[src/rtl/draw_pixel_writer.sv]
// Pixel write-back: clips rasterizer pixels and maps survivors to VRAM word/nibble writes queued for the arbiter.
// Latency: a pixel handshaken in cycle N is in S1 at N+1, S2 at N+2 and heads the FIFO (vram_wr_o) at N+3.
// Backpressure: credit based; pix_ready_o drops while DEPTH pixels are in flight, so S1/S2 never stall.
module draw_pixel_writer #(
  parameter int CORDW = 12,
  parameter int ADDRW = 16,
  parameter int DEPTH = 4
) (
  input  logic                    clk,
  input  logic                    reset_ni,
  input  logic [ADDRW-1:0]        cfg_dest_addr_i,
  input  logic [ADDRW-1:0]        cfg_dest_words_i,
  input  logic [1:0]              cfg_bpp_i,
  input  logic signed [CORDW-1:0] cfg_clip_x0_i,
  input  logic signed [CORDW-1:0] cfg_clip_y0_i,
  input  logic signed [CORDW-1:0] cfg_clip_x1_i,
  input  logic signed [CORDW-1:0] cfg_clip_y1_i,
  input  logic                    pix_valid_i,
  output logic                    pix_ready_o,
  input  logic signed [CORDW-1:0] pix_x_i,
  input  logic signed [CORDW-1:0] pix_y_i,
  input  logic [7:0]              pix_color_i,
  output logic                    vram_sel_o,
  output logic                    vram_wr_o,
  output logic [3:0]              vram_mask_o,
  output logic [ADDRW-1:0]        vram_addr_o,
  output logic [15:0]             vram_data_o,
  input  logic                    vram_ack_i,
  output logic                    busy_o
);

  localparam int PW = $clog2(DEPTH);

  typedef struct packed {
    logic [ADDRW-1:0] addr;
    logic [3:0]       mask;
    logic [15:0]      data;
  } wr_t;

  // S1: raw accepted pixel
  logic                    r_s1_vld;
  logic signed [CORDW-1:0] r_s1_x;
  logic signed [CORDW-1:0] r_s1_y;
  logic [7:0]              r_s1_color;
  // S2: pixel that survived clipping
  logic                    r_s2_vld;
  logic signed [CORDW-1:0] r_s2_x;
  logic signed [CORDW-1:0] r_s2_y;
  logic [7:0]              r_s2_color;
  // FIFO
  wr_t                     r_mem [DEPTH];
  logic [PW-1:0]           r_wptr;
  logic [PW-1:0]           r_rptr;
  logic [PW:0]             r_count;

  logic                    w_accept;
  logic                    w_s1_pass;
  logic                    w_push;
  logic                    w_pop;
  logic                    w_is4;
  logic                    w_nonempty;
  logic [PW+1:0]           w_inflight;
  logic [ADDRW-1:0]        w_row;
  logic [ADDRW-1:0]        w_xoff;
  wr_t                     w_s2_wr;
  wr_t                     w_head;

  // Every pixel past the handshake owns a FIFO slot, so ready only looks at registered occupancy.
  assign w_inflight  = (PW+2)'(r_count) + (PW+2)'(r_s1_vld) + (PW+2)'(r_s2_vld);
  assign pix_ready_o = w_inflight < (PW+2)'(DEPTH);
  assign w_accept    = pix_valid_i & pix_ready_o;

  // Negative coordinates are rejected even if the clip rectangle would admit them.
  assign w_s1_pass = (r_s1_x >= cfg_clip_x0_i) && (r_s1_x <= cfg_clip_x1_i) &&
                     (r_s1_y >= cfg_clip_y0_i) && (r_s1_y <= cfg_clip_y1_i) &&
                     !r_s1_x[CORDW-1] && !r_s1_y[CORDW-1];

  // Row offset wraps modulo 2^ADDRW; clipped y is non-negative so a zero-extend is exact.
  assign w_is4  = (cfg_bpp_i == 2'd0);
  assign w_row  = ADDRW'($unsigned(r_s2_y)) * cfg_dest_words_i;
  assign w_xoff = w_is4 ? ADDRW'($unsigned(r_s2_x) >> 2) : ADDRW'($unsigned(r_s2_x) >> 1);

  // Build the VRAM word write for the S2 pixel (4 bpp packs four pixels per word, MSB nibble first).
  always_comb begin
    w_s2_wr      = '0;
    w_s2_wr.addr = cfg_dest_addr_i + w_row + w_xoff;
    if (w_is4) begin
      w_s2_wr.mask = 4'b1000 >> r_s2_x[1:0];
      w_s2_wr.data = {4{r_s2_color[3:0]}};
    end else begin
      w_s2_wr.mask = r_s2_x[0] ? 4'b0011 : 4'b1100;
      w_s2_wr.data = {2{r_s2_color}};
    end
  end

  assign w_push     = r_s2_vld;
  assign w_nonempty = (r_count != '0);
  assign w_pop      = vram_ack_i & w_nonempty;
  assign w_head     = r_mem[r_rptr];

  // Head is gated so the bus reads zero whenever nothing is requested.
  assign vram_wr_o   = w_nonempty;
  assign vram_sel_o  = w_nonempty;
  assign vram_addr_o = w_nonempty ? w_head.addr : '0;
  assign vram_mask_o = w_nonempty ? w_head.mask : '0;
  assign vram_data_o = w_nonempty ? w_head.data : '0;
  assign busy_o      = r_s1_vld | r_s2_vld | w_nonempty;

  // Advance the two-stage pipe; a clip failure simply drops the valid, releasing its credit.
  always_ff @(posedge clk or negedge reset_ni) begin
    if (!reset_ni) begin
      r_s1_vld   <= 1'b0;
      r_s1_x     <= '0;
      r_s1_y     <= '0;
      r_s1_color <= '0;
      r_s2_vld   <= 1'b0;
      r_s2_x     <= '0;
      r_s2_y     <= '0;
      r_s2_color <= '0;
    end else begin
      r_s1_vld <= w_accept;
      if (w_accept) begin
        r_s1_x     <= pix_x_i;
        r_s1_y     <= pix_y_i;
        r_s1_color <= pix_color_i;
      end
      r_s2_vld <= r_s1_vld & w_s1_pass;
      if (r_s1_vld) begin
        r_s2_x     <= r_s1_x;
        r_s2_y     <= r_s1_y;
        r_s2_color <= r_s1_color;
      end
    end
  end

  // FIFO pointers and occupancy; pointers wrap naturally since DEPTH is a power of two.
  always_ff @(posedge clk or negedge reset_ni) begin
    if (!reset_ni) begin
      r_wptr  <= '0;
      r_rptr  <= '0;
      r_count <= '0;
    end else begin
      if (w_push) r_wptr <= r_wptr + 1'b1;
      if (w_pop)  r_rptr <= r_rptr + 1'b1;
      case ({w_push, w_pop})
        2'b10:   r_count <= r_count + 1'b1;
        2'b01:   r_count <= r_count - 1'b1;
        default: r_count <= r_count;
      endcase
    end
  end

  // FIFO storage; contents are don't-care until the count says otherwise.
  always_ff @(posedge clk) begin
    if (w_push) r_mem[r_wptr] <= w_s2_wr;
  end

endmodule

[config.mk]
export PLATFORM = sky130hd
export DESIGN_NAME = draw_pixel_writer
export DESIGN_NICKNAME = d
export VERILOG_FILES = /design/src/rtl/draw_pixel_writer.sv
export SDC_FILE = /design/constraint.sdc
export NUM_CORES = 1
export LEC_CHECK = 0
export CORE_MARGIN = 3
export CORE_UTILIZATION = 57
export CTS_CLUSTER_SIZE = 16
export DETAILED_ROUTE_END_ITERATION = 7
export DONT_BUFFER_PORTS = 1
export PLACE_DENSITY_LB_ADDON = 0.2
export SLEW_MARGIN = 15
export SYNTH_ARGS = -nofsm -noshare
export SYNTH_HDL_FRONTEND = slang
export SYNTH_SLANG_ARGS = --single-unit
export TNS_END_PERCENT = 5
[constraint.sdc]
create_clock -name clk -period 7.79 [get_ports clk]
set_input_delay 0.3895 -clock clk [delete_from_list [all_inputs] [get_ports clk]]
set_output_delay 0.3895 -clock clk [all_outputs]
set_load 0.01 [all_outputs]
# Word level (Yosys, flattened, before mapping)
# Memory sizes are Yosys's and may differ from the RTL's.
# Cells that the tools add are included.
# Widths: inputs -> output; s select.
[word_totals]
regBits = 73
ramBits = 144
inputBits = 118
out_inout_bits = 40
elab_cells = 53
memories = 1
[op_classes]
add_sub_neg = 8
n_mul = 1
magnitude_cmp = 5
n_eq_ne = 2
shift = 1
mux = 9
bitwise_logic = 5
reduce_logical = 10
[mem_list]
columns = ["memory", "depth", "word_bits", "read_ports", "rd_clocked_by_memory_dff", "write_ports", "line", "text"]
rows = [
  ["r_mem", 4, 36, 1, 0, 1, "51", "wr_t r_mem [DEPTH];"],
]
[ops]
columns = ["cell", "n"]
rows = [
  ["$mux 16", 2],
  ["$ge 12x12->1", 2],
  ["$le 12x12->1", 2],
  ["$mux 20", 1],
  ["$add 16x11->16", 1],
  ["$add 16x16->16", 1],
  ["$mul 12x16->16", 1],
  ["$mux 11", 1],
  ["$mux 4", 2],
  ["$pmux 3 s2", 1],
  ["$logic_and 1x1->1", 5],
  ["$add 2x1->2 const B", 2],
  ["$add 3x1->4", 1],
  ["$add 4x1->4", 1],
  ["$lt 4x3->1 const B", 1],
  ["$shr 4x2->4 const A", 1],
  ["$add 3x1->3 const B", 1],
  ["$and 1x1->1", 3],
  ["$reduce_bool 3->1", 1],
  ["$sub 3x1->3 const B", 1],
  ["$eq 2x1->1 const B", 1],
  ["$eq 2x2->1 const B", 1],
  ["$logic_not 1->1", 2],
  ["$logic_not 2->1", 1],
  ["other kinds (3)", 5],
]

# Longest topological paths before layout
# Gate-level depths: netlist of run 1.
[depth]
word_depth = 7
depth_mapped = 22
mapped_depth_nobuf = 21

# Least setup slack after synthesis of run 1
# Ideal clock, no wire load.
[synth_path]
path_kind = "register to register"
startpoint = "register r_s2_y[1]"
endpoint = "memory r_mem[0][34] (netlist bit) (data pin)"
arrival_ns = 5.487
required_time_ns = 7.518
setup_slack_ns = 2.031
path_stages_with_launch = 23
path_buffers = 1
cell_sequence = "dfrtp_1 -> clkbuf_1 -> and2_1 -> fa_1 -> inv_1 -> fa_1 -> inv_1 -> fa_1 -> inv_1 -> fa_1 -> inv_1 -> fa_1 -> inv_1 -> fa_1 -> inv_1 -> ha_1 -> a21o_1 -> a21o_1 -> a2111oi_1 -> a21oi_1 -> a31o_1 -> a21oi_2 -> xnor2_1"
[synth_lines]
columns = ["item", "line", "text"]
rows = [
  ["from (decl)", "48", "logic signed [CORDW-1:0] r_s2_y;"],
  ["from (signal assigned)", "130", "r_s2_y <= r_s1_y;"],
  ["to (decl)", "51", ""],
]

==> flow_summary.toml, run 1 <==
[logic_synthesis]
synth_enable_flop_cells = 112
synthXorXnorAreaFrac_pct = 2.840
synth_simple_gate_area_share_pct = 8.984
yosys.area_share.adder_pct = 25.37
mappedNetlistNets = 1390
synthCells = 1070
dominant_register_cell_in_the_synthesized_netlist = "edfxtp_1"
ys_seq_elements = 185
yosysMostFrequentCell = "inv_1"
netlist.top_cell.by_area = "edfxtp_1"
synth_top_area_share_pct = 25.97
synth_area_leaders = "edfxtp_1 (26%), fa_1 (16%), dfrtp_1 (14%)"
ys_warn_count = 0
ys_async_sr_fraction_pct = 39.46
synth.cells.most_frequent = "inv_1 (191), edfxtp_1 (112), and2_1 (103), fa_1 (101), ha_1 (101)"
ys_types = 50
synth_compound_gate_area_share_pct = 4.038
main_combinational_cell_family_by_area_after_synthesis = "adder cells"
mappedNetlistArea_sq_um = 12950
synth.area.mux_share_pct = 11.50
portion_of_the_post_synthesis_area_used_by_sequential_elements_pct = 40.07
syn-mean-instance-area_sq_um = 12.11

[sta]
setup-tns-final_ps = 0
worstMarginPinSlew_ps = 985.2
post-route-min-period_ps = 6087
finClkSkew_ps = 18.04
timing.final.setup_violations = 0
setup_repair_after_global_routing_missed_its_margin = "false"
final_max_slew_viol_count = 0
fmax_mhz = 164.3
finalCritPeriodShare_pct = 78.14
number_of_hold_violations_in_the_final_report = 0
worst_slew_margin_rel_pct = 34.32

[clock_network]
cts_tree = "done"
post_cts.repair.setup_buffers = 0
cts_num_sinks = 185
cts_max_path_buffers = 2
number_of_buffers_inserted_during_clock_tree_synthesis = 17
clk_pin_slew_worst_paths_ps = 80
worstSkewPairLatency_ps = 440
clock-root-buffer = "clkbuf_16"
h_tree_depth = 4

[setup_path]
worstRegToRegCells = 21
worst-r2r-setup-slack_ps = 1700
timing.critical_path.required_ps = 8010
regToRegEndpoint = "r_mem[0][34]"
critPathCaptureType = "flip-flop"
crit-reg2reg-launch = "r_s2_y[0]"
worstSetupStartpointType = "flip-flop"
criticalPathCategory = "flip-flop to flip-flop"
path_max_fanout = 17
data_arrival_time_of_the_critical_path_ps = 6310

[global_routing]
grt-ovfl-total = 0
grt_pass1_vias = 7887
grt_max_degree = 74
grt_pass1_wl_microns = 41630
grt_usage_pct = 21.93
number_of_antenna_violations_at_the_first_check_in_global_routing = 0

[min_path]
worst_hold_path_type = "primary input to flip-flop"
min_path_cells = 2
hold_path_startpoint = "pix_y_i[0]"
timing.hold.worst_endpoint = "r_s1_y[0]"

[drt]
drtIter0Drc = 328
remaining_drc_errors = 0
total_iterations_of_the_first_detailed_routing_run = 4
num_vias = 7438
drt-vias-per-instance = 5.538
wl_per_cell_microns = 19.01
routed_wl_microns = 25530
ant_nets = 0

[floorplanning]
die_w_microns = 156.7
initial_utilization_pct = 58.62
die_h_microns = 156.7
standard_cell_core_area_sq_um = 22090
count_of_pins_on_the_block_boundary = 158
dieArea_sq_um = 24570
core.rowCount = 54

[layout]
drive_above_1_share_pct = 13.73
num_antenna_cells = 0
layoutNonFillerInstCount = 1343
final_core_util_pct = 62.41
regArea_sq_um = 5191
layout_net_count = 1370
footprint_of_the_multi_input_gates_sq_um = 6834
fillCellCount = 1697
areaGrowthSynthToFinish_pct = 6.463

[placed_design]
routabilityCongestion = 0.8739
io_buffers = 0
placed_cells_incl_taps = 1309
dp_hpwl_microns = 19180

[status]
run_status = "complete, no violations"

[job]
max_cap_violations = 0
==> kinds of logic (layout without fill, tap and decap cells) <==
| family | count (synthesis) | after routing |
|---|---|---|
| compound gates | 77 | 77 |
| xor+xnor | 42 | 42 |
| fa+ha+maj | 202 | 202 |
| buf+inv | 236 | 229 |
| flops | 185 | 185 |
| mux | 105 | 105 |
| simple gates | 223 | 223 |
==> critical path, stage by stage (launching register included) <==
cell and delay, ps:
dfrtp_1 550, and2_1 270, fa_1 530, inv_1 50, fa_1 470, inv_1 50, fa_1 500, inv_1 50
fa_1 530, inv_1 60, fa_1 530, inv_1 60, fa_1 520, inv_1 40, ha_1 230, a21o_1 190
a21o_1 200, a2111oi_1 370, a21oi_1 100, a31o_1 240, a21oi_2 140, xnor2_1 190
==> per-stage QoR <==
step	setup slack [ps]	hold WS [ps]	instance area (sq um)
after detailed placement	1696	96.21	13120
after CTS	1695	74.32	13790
after global routing	1428	85.55	13790
final	1703	87.78	13790
after global placement	1814	96.27	13120
after floorplan	2031	93.91	12950
==> layer usage <==
layer  global-route usage, %  wire length, microns
met5                       0                     0
met1                   28.59                 10680
met3                   4.757                  1362
met4                   4.877                   313
met2                   37.94                 13170
==> area by class of cell <==
cell class	count	area share (%)
multi-input cells	649	49.56
flip-flops and latches	185	37.65
repair buffers	6	0.4900
well taps	280	2.541
clock buffers	17	3.085
clock inverters	15	1.479
inverters	191	5.199
==> sequential cells by signal, indices dropped and copies added, names as in the netlist <==
| name | cells |
|---|---|
| r_count | 3 |
| r_rptr | 2 |
| r_s1_vld | 1 |
| r_s1_color | 8 |
| r_s2_vld | 1 |
| r_s2_color | 8 |
| r_wptr | 2 |
| r_s1_x | 12 |
| r_s2_y | 12 |
| r_mem | 112 |
| r_s2_x | 12 |
| r_s1_y | 12 |
==> repair_timing <==
item	CTS	global route
hold endpoints to repair	73	0
hold buffers	2	0
resized for setup	0	0
==> placed cells by master, fill, tap and decap left out, types with 4 or more instances in the layout <==
cell type / netlist / final
a211oi_1: 5 / 5
nor2_1: 18 / 18
a21o_1: 11 / 11
buf_4: 9 / 4
edfxtp_1: 112 / 112
clkbuf_16: 0 / 17
mux2i_1: 7 / 7
mux2_2: 70 / 70
dfrtp_1: 73 / 72
nand3_1: 6 / 6
and2_2: 0 / 4
nand4_1: 7 / 7
a21oi_1: 15 / 15
inv_1: 191 / 191
nand2_1: 72 / 72
nor3_1: 6 / 6
xnor2_1: 30 / 30
xor2_1: 12 / 12
o21ai_0: 19 / 19
clkinv_8: 0 / 6
ha_1: 101 / 101
and2_1: 103 / 99
mux4_2: 28 / 28
fa_1: 101 / 101
==> how the worst max path moves through the flow <==
stage / startpoint / end / slack, ps
after floorplan: r_s2_y[1] / r_mem[0][34] / 2030
after global routing: r_s2_y[0] / r_mem[0][34] / 1430
after global placement: r_s2_y[0] / r_mem[1][34] / 1810
final: r_s2_y[0] / r_mem[0][34] / 1700
after CTS: r_s2_y[0] / r_mem[0][34] / 1700
after detailed placement: r_s2_y[0] / r_mem[0][34] / 1700
Power of run 1 is left out: the tool's default activity adds up to more than one toggle a clock period on the data nets, which glitch-free logic cannot reach.
==> run 2: changes to the inputs <==
- clock period: 7.79 -> 6.35 ns (I/O delays scaled with it)
==> run 2 against run 1 <==
Critical path depth did not move. Largest cell class unchanged. Critical endpoint unchanged. First-iteration DRC count rose by 15%. Worst setup slack got worse by 1200 ps. Global-route usage rose by 0.54 points. Register-to-register slack got worse by 1200 ps. Cell count rose by 0.30%. Die area did not move. Routed wire length rose by 0.82%. Critical path type unchanged. Sequential share of layout area fell by 0.058 points.
==> flow_summary.toml, run 2 (synthesized netlist as in run 1, its figures left out) <==
[drt]
ant_nets = 0
total_iterations_of_the_first_detailed_routing_run = 4
drt-vias-per-instance = 5.544
remaining_drc_errors = 0
num_vias = 7468
routed_wl_microns = 25740
wl_per_cell_microns = 19.11
drtIter0Drc = 376

[floorplanning]
standard_cell_core_area_sq_um = 22090
die_h_microns = 156.7
dieArea_sq_um = 24570
core.rowCount = 54
die_w_microns = 156.7
count_of_pins_on_the_block_boundary = 158
initial_utilization_pct = 58.62

[setup_path]
timing.critical_path.required_ps = 6520
path_max_fanout = 7
path_buf_inv = 6
slowest_stage_cell_cp = "fa_1"
cp_top_family = "adder cells"
criticalPathCategory = "flip-flop to flip-flop"
worstPathCellList = "and2_1 > fa_1 > inv_1 > fa_1 > inv_1 > fa_1 > inv_1 > fa_1 > inv_1 > fa_1 > inv_1 > fa_1 > inv_1 > ha_1 > a21o_1 > a21o_1 > a2111oi_1 > a21oi_1 > a31o_1 > a21oi_2 > xnor2_1"
worstSetupStartpointType = "flip-flop"
critPathCaptureType = "flip-flop"
data_arrival_time_of_the_critical_path_ps = 6010
crit_path_max_incr_delay_ps = 530

[clock_network]
cts_tree = "done"
clock-root-buffer = "clkbuf_16"
resized_gates_after_cts = 0
worstSkewPairLatency_ps = 440
number_of_buffers_inserted_during_clock_tree_synthesis = 17
clk_pin_slew_worst_paths_ps = 80
cts_num_sinks = 185
cts_max_path_buffers = 2
post_cts.repair.setup_buffers = 0
h_tree_depth = 4

[sta]
number_of_hold_violations_in_the_final_report = 0
fmax_mhz = 171.2
worstMarginPinSlew_ps = 973.7
finalCritPeriodShare_pct = 91.97
post-route-min-period_ps = 5840
finClkSkew_ps = 19.55
final_max_slew_viol_count = 0
timing.final.setup_violations = 0
setup-tns-final_ps = 0
worst_slew_margin_rel_pct = 35.09
setup_repair_after_global_routing_missed_its_margin = "false"

[global_routing]
grt-ovfl-total = 0
grt_usage_pct = 22.47
number_of_antenna_violations_at_the_first_check_in_global_routing = 0
grt_pass1_vias = 8197
grt_pass1_wl_microns = 42560
grt_max_degree = 74

[job]
max_cap_violations = 0

[placed_design]
dp_hpwl_microns = 19600
routabilityCongestion = 0.8951
io_buffers = 0

[layout]
largest-register = "r_mem"
num_antenna_cells = 0
layout.cells.most_common_list = "inv_1 (191), edfxtp_1 (112), fa_1 (101), ha_1 (101), and2_1 (99)"
drive_above_1_share_pct = 14.06
largest_register_ff_count = 112
fillCellCount = 1710
layout_commonest_cell = "inv_1"
areaGrowthSynthToFinish_pct = 6.626
layout_net_count = 1374

[status]
run_status = "complete, no violations"

[min_path]
worst_hold_path_type = "primary input to flip-flop"
-- run 2: worst paths after layout --
path / start / endpoint / slack (ps) / cells after the start
hold / removal: pix_y_i[7] / r_s1_y[7] / 30 / 1
setup reg to reg: r_s2_y[0] / r_mem[0][34] / 510 / 21
hold reg to reg: r_s1_color[6] / r_s2_color[6] / 510 / 1
max in group asynchronous: reset_ni / r_rptr[0] / 5590 / 2
min in group asynchronous: reset_ni / r_s1_y[5] / 410 / 2
setup / recovery: r_s2_y[0] / r_mem[0][34] / 510 / 21
-- run 2: per-layer routing --
| metal | part of all wire (%) | vias up | routed length, microns | track usage [%] |
|---|---|---|---|---|
| met3 | 5.5 | 27 | 1417 | 5.006 |
| met2 | 51 | 196 | 13220 | 38.90 |
| met1 | 41 | 3736 | 10670 | 28.45 |
| met5 | 0 | - | 0 | 0 |
| li1 | - | 3509 | - | - |
| met4 | 1.7 | 0 | 433 | 6.628 |
-- run 2: area by class of cell --
cell class	count	area [sq um]	share of cell area, %
clock buffers	17	425.4	3.080
clock inverters	15	195.2	1.413
inverters	191	716.9	5.191
multi-input cells	649	6834	49.48
flip-flops and latches	185	5191	37.59
well taps	280	350.3	2.537
repair buffers	10	97.59	0.7067
-- run 2: through the flow --
stage          util [%]  area, sq um  hold slack (ps)  setup slack (ps)  instances
2_1_floorplan         -        12950            21.91             591.0       1070
3_3_place_gp      59.53        13150            24.42             560.2       1313
3_5_place_dp      59.53        13150            24.42             497.1       1313
4_1_cts           62.51        13810            12.07             477.4       1347
5_1_grt           62.51        13810            10.21             113.0       1347
6_report          62.51        13810            28.37             510.1       1347
-- run 2: worst reg2reg max path: cells and delay by family (launching register included) --
kind	cells	cell delay, ps
adders and majority gates	7	3310
xor gates and xnor gates	1	110
buffers and inverters	6	290
AOI/OAI and AO/OA	6	1230
DFF	1	430
and+or+nand+nor	1	200
-- run 2: what timing repair did --
action,4_1_cts,5_1_grt
endpoints found under the hold margin,73,0
endpoints found under the setup margin,0,0
hold buffers,2,0
Power of run 2 is left out for the same reason.
==> run 3: changes to the inputs <==
- clock period: 6.35 -> 5.2 ns (I/O delays scaled with it)
==> run 3 against run 2 <==
The flow now finishes with violations (negative setup slack). Critical endpoint is now r_mem[3][34]. Critical path depth decreased by 2. Via count increased by 3.4%. Clock skew increased by 3.0 ps. Die area unchanged.
==> flow_summary.toml, run 3 (synthesized netlist as in run 1, its figures left out) <==
[status]
run_status = "finished with violations"
violations = "negative setup slack"

[placed_design]
dpl_worst_slack_ps = -279.9
dp_hpwl_microns = 19590
placed_cells_incl_taps = 1350
routabilityCongestion = 0.9140
io_buffers = 0

[clock_network]
worstSkewPairLatency_ps = 440
clock-root-buffer = "clkbuf_16"
cts_num_sinks = 185
h_tree_depth = 4
number_of_buffers_inserted_during_clock_tree_synthesis = 17
cts_max_path_buffers = 2
clk_pin_slew_worst_paths_ps = 80
cts_tree = "done"

[layout]
footprint_of_the_multi_input_gates_sq_um = 7013
fillCellCount = 1624
layout.cells.most_common_list = "inv_1 (189), edfxtp_1 (112), fa_1 (100), and2_1 (96), ha_1 (93)"
layout_net_count = 1445
regArea_sq_um = 5194
drive_above_1_share_pct = 18.98
layoutNonFillerInstCount = 1418
layout_commonest_cell = "inv_1"
final_core_util_pct = 66.17
num_antenna_cells = 0
largest-register = "r_mem"
largest_register_ff_count = 112
areaGrowthSynthToFinish_pct = 12.87

[sta]
layout_setup_ws_ps = -224.2
number_of_hold_violations_in_the_final_report = 0
worst_slew_margin_rel_pct = 33.87
finClkSkew_ps = 22.55
worstMarginPinSlew_ps = 991.9
final.hold.worst_slack_ps = 171.3
finalCritPeriodShare_pct = 104.3
timing.final.setup_violations = 16
fmax_mhz = 184.4
post-route-min-period_ps = 5424
setup_repair_after_global_routing_missed_its_margin = "true"
final_max_slew_viol_count = 0

[global_routing]
number_of_antenna_violations_at_the_first_check_in_global_routing = 1
grt_pass1_vias = 8427
grt-ovfl-total = 0
grt_pass1_wl_microns = 43150
grt_usage_pct = 22.53
grt_max_degree = 74

[setup_path]
critical-path-top-cell-by-count = "fa_1"
path_buf_inv = 4
critPathCaptureType = "flip-flop"
crit-reg2reg-launch = "r_s2_y[2]"
path_max_fanout = 6
worstPathCellList = "and2_1 > fa_1 > inv_1 > fa_1 > inv_1 > fa_1 > fa_1 > fa_1 > inv_1 > fa_1 > inv_2 > ha_4 > a21o_1 > a21o_1 > nor3_2 > nand4b_1 > a31o_1 > a21oi_2 > xnor2_2"
worstSetupStartpointType = "flip-flop"
critPathLaunch = "r_s2_y[2]"
crit_path_max_incr_delay_ps = 530
slowest_stage_cell_cp = "fa_1"
timing.critical_path.required_ps = 5380
worst-r2r-setup-slack_ps = -220
data_arrival_time_of_the_critical_path_ps = 5600
cp_top_family = "adder cells"
criticalPathCategory = "flip-flop to flip-flop"

[job]
max_cap_violations = 0

[drt]
wl_per_cell_microns = 18.43
drt-vias-per-instance = 5.444
routed_wl_microns = 26130
ant_nets = 0
total_iterations_of_the_first_detailed_routing_run = 4
remaining_drc_errors = 0
drtIter0Drc = 346
num_vias = 7719

[floorplanning]
die_w_microns = 156.7
initial_utilization_pct = 58.62
core.rowCount = 54
dieArea_sq_um = 24570
count_of_pins_on_the_block_boundary = 158
die_h_microns = 156.7
standard_cell_core_area_sq_um = 22090

[min_path]
worst_hold_path_type = "primary input to flip-flop"
hold_path_startpoint = "vram_ack_i"
## run 3: final cells by class
class	count	area share, %
Multi-Input combinational cell	649	47.97
Inverter	191	4.904
Tap cell	280	2.396
Clock inverter	15	1.361
Timing Repair Buffer	81	4.930
Clock buffer	17	2.910
Sequential cell	185	35.53
## run 3: per-layer routing
| layer | vias up | global-route usage [%] | wire length [microns] |
|---|---|---|---|
| li1 | 3649 | - | - |
| met1 | 3825 | 28.69 | 10870 |
| met2 | 200 | 39.27 | 13440 |
| met3 | 43 | 4.369 | 1282 |
| met4 | 2 | 6.753 | 520 |
| met5 | - | 0 | 20 |
## run 3: timing repair
item	in CTS	in global routing
setup buffers	1	1
setup endpoints to repair	20	36
hold endpoints to repair	105	0
pin swaps	3	5
hold buffers	34	0
resized for setup	10	10
## run 3: worst paths after layout
| path | endpoint | cells past startpoint |
|---|---|---|
| worst min-delay path | r_rptr[0] | 2 |
| worst min register to register | r_count[2] | 1 |
| worst max register to register | r_mem[3][34] | 19 |
| worst max-delay path | r_mem[3][34] | 19 |
| min in group asynchronous | r_s2_y[11] | 2 |
| max in group asynchronous | r_s2_y[0] | 2 |
## run 3: through the flow
| step | instance area, sq um | TNS, ps |
|---|---|---|
| after floorplan | 13040 | -876.3 |
| after global placement | 13510 | -1532 |
| after detailed placement | 13510 | -2920 |
| after CTS | 14530 | -1749 |
| after global routing | 14620 | -6376 |
| final | 14620 | -1667 |
Power of run 3 is left out for the same reason.
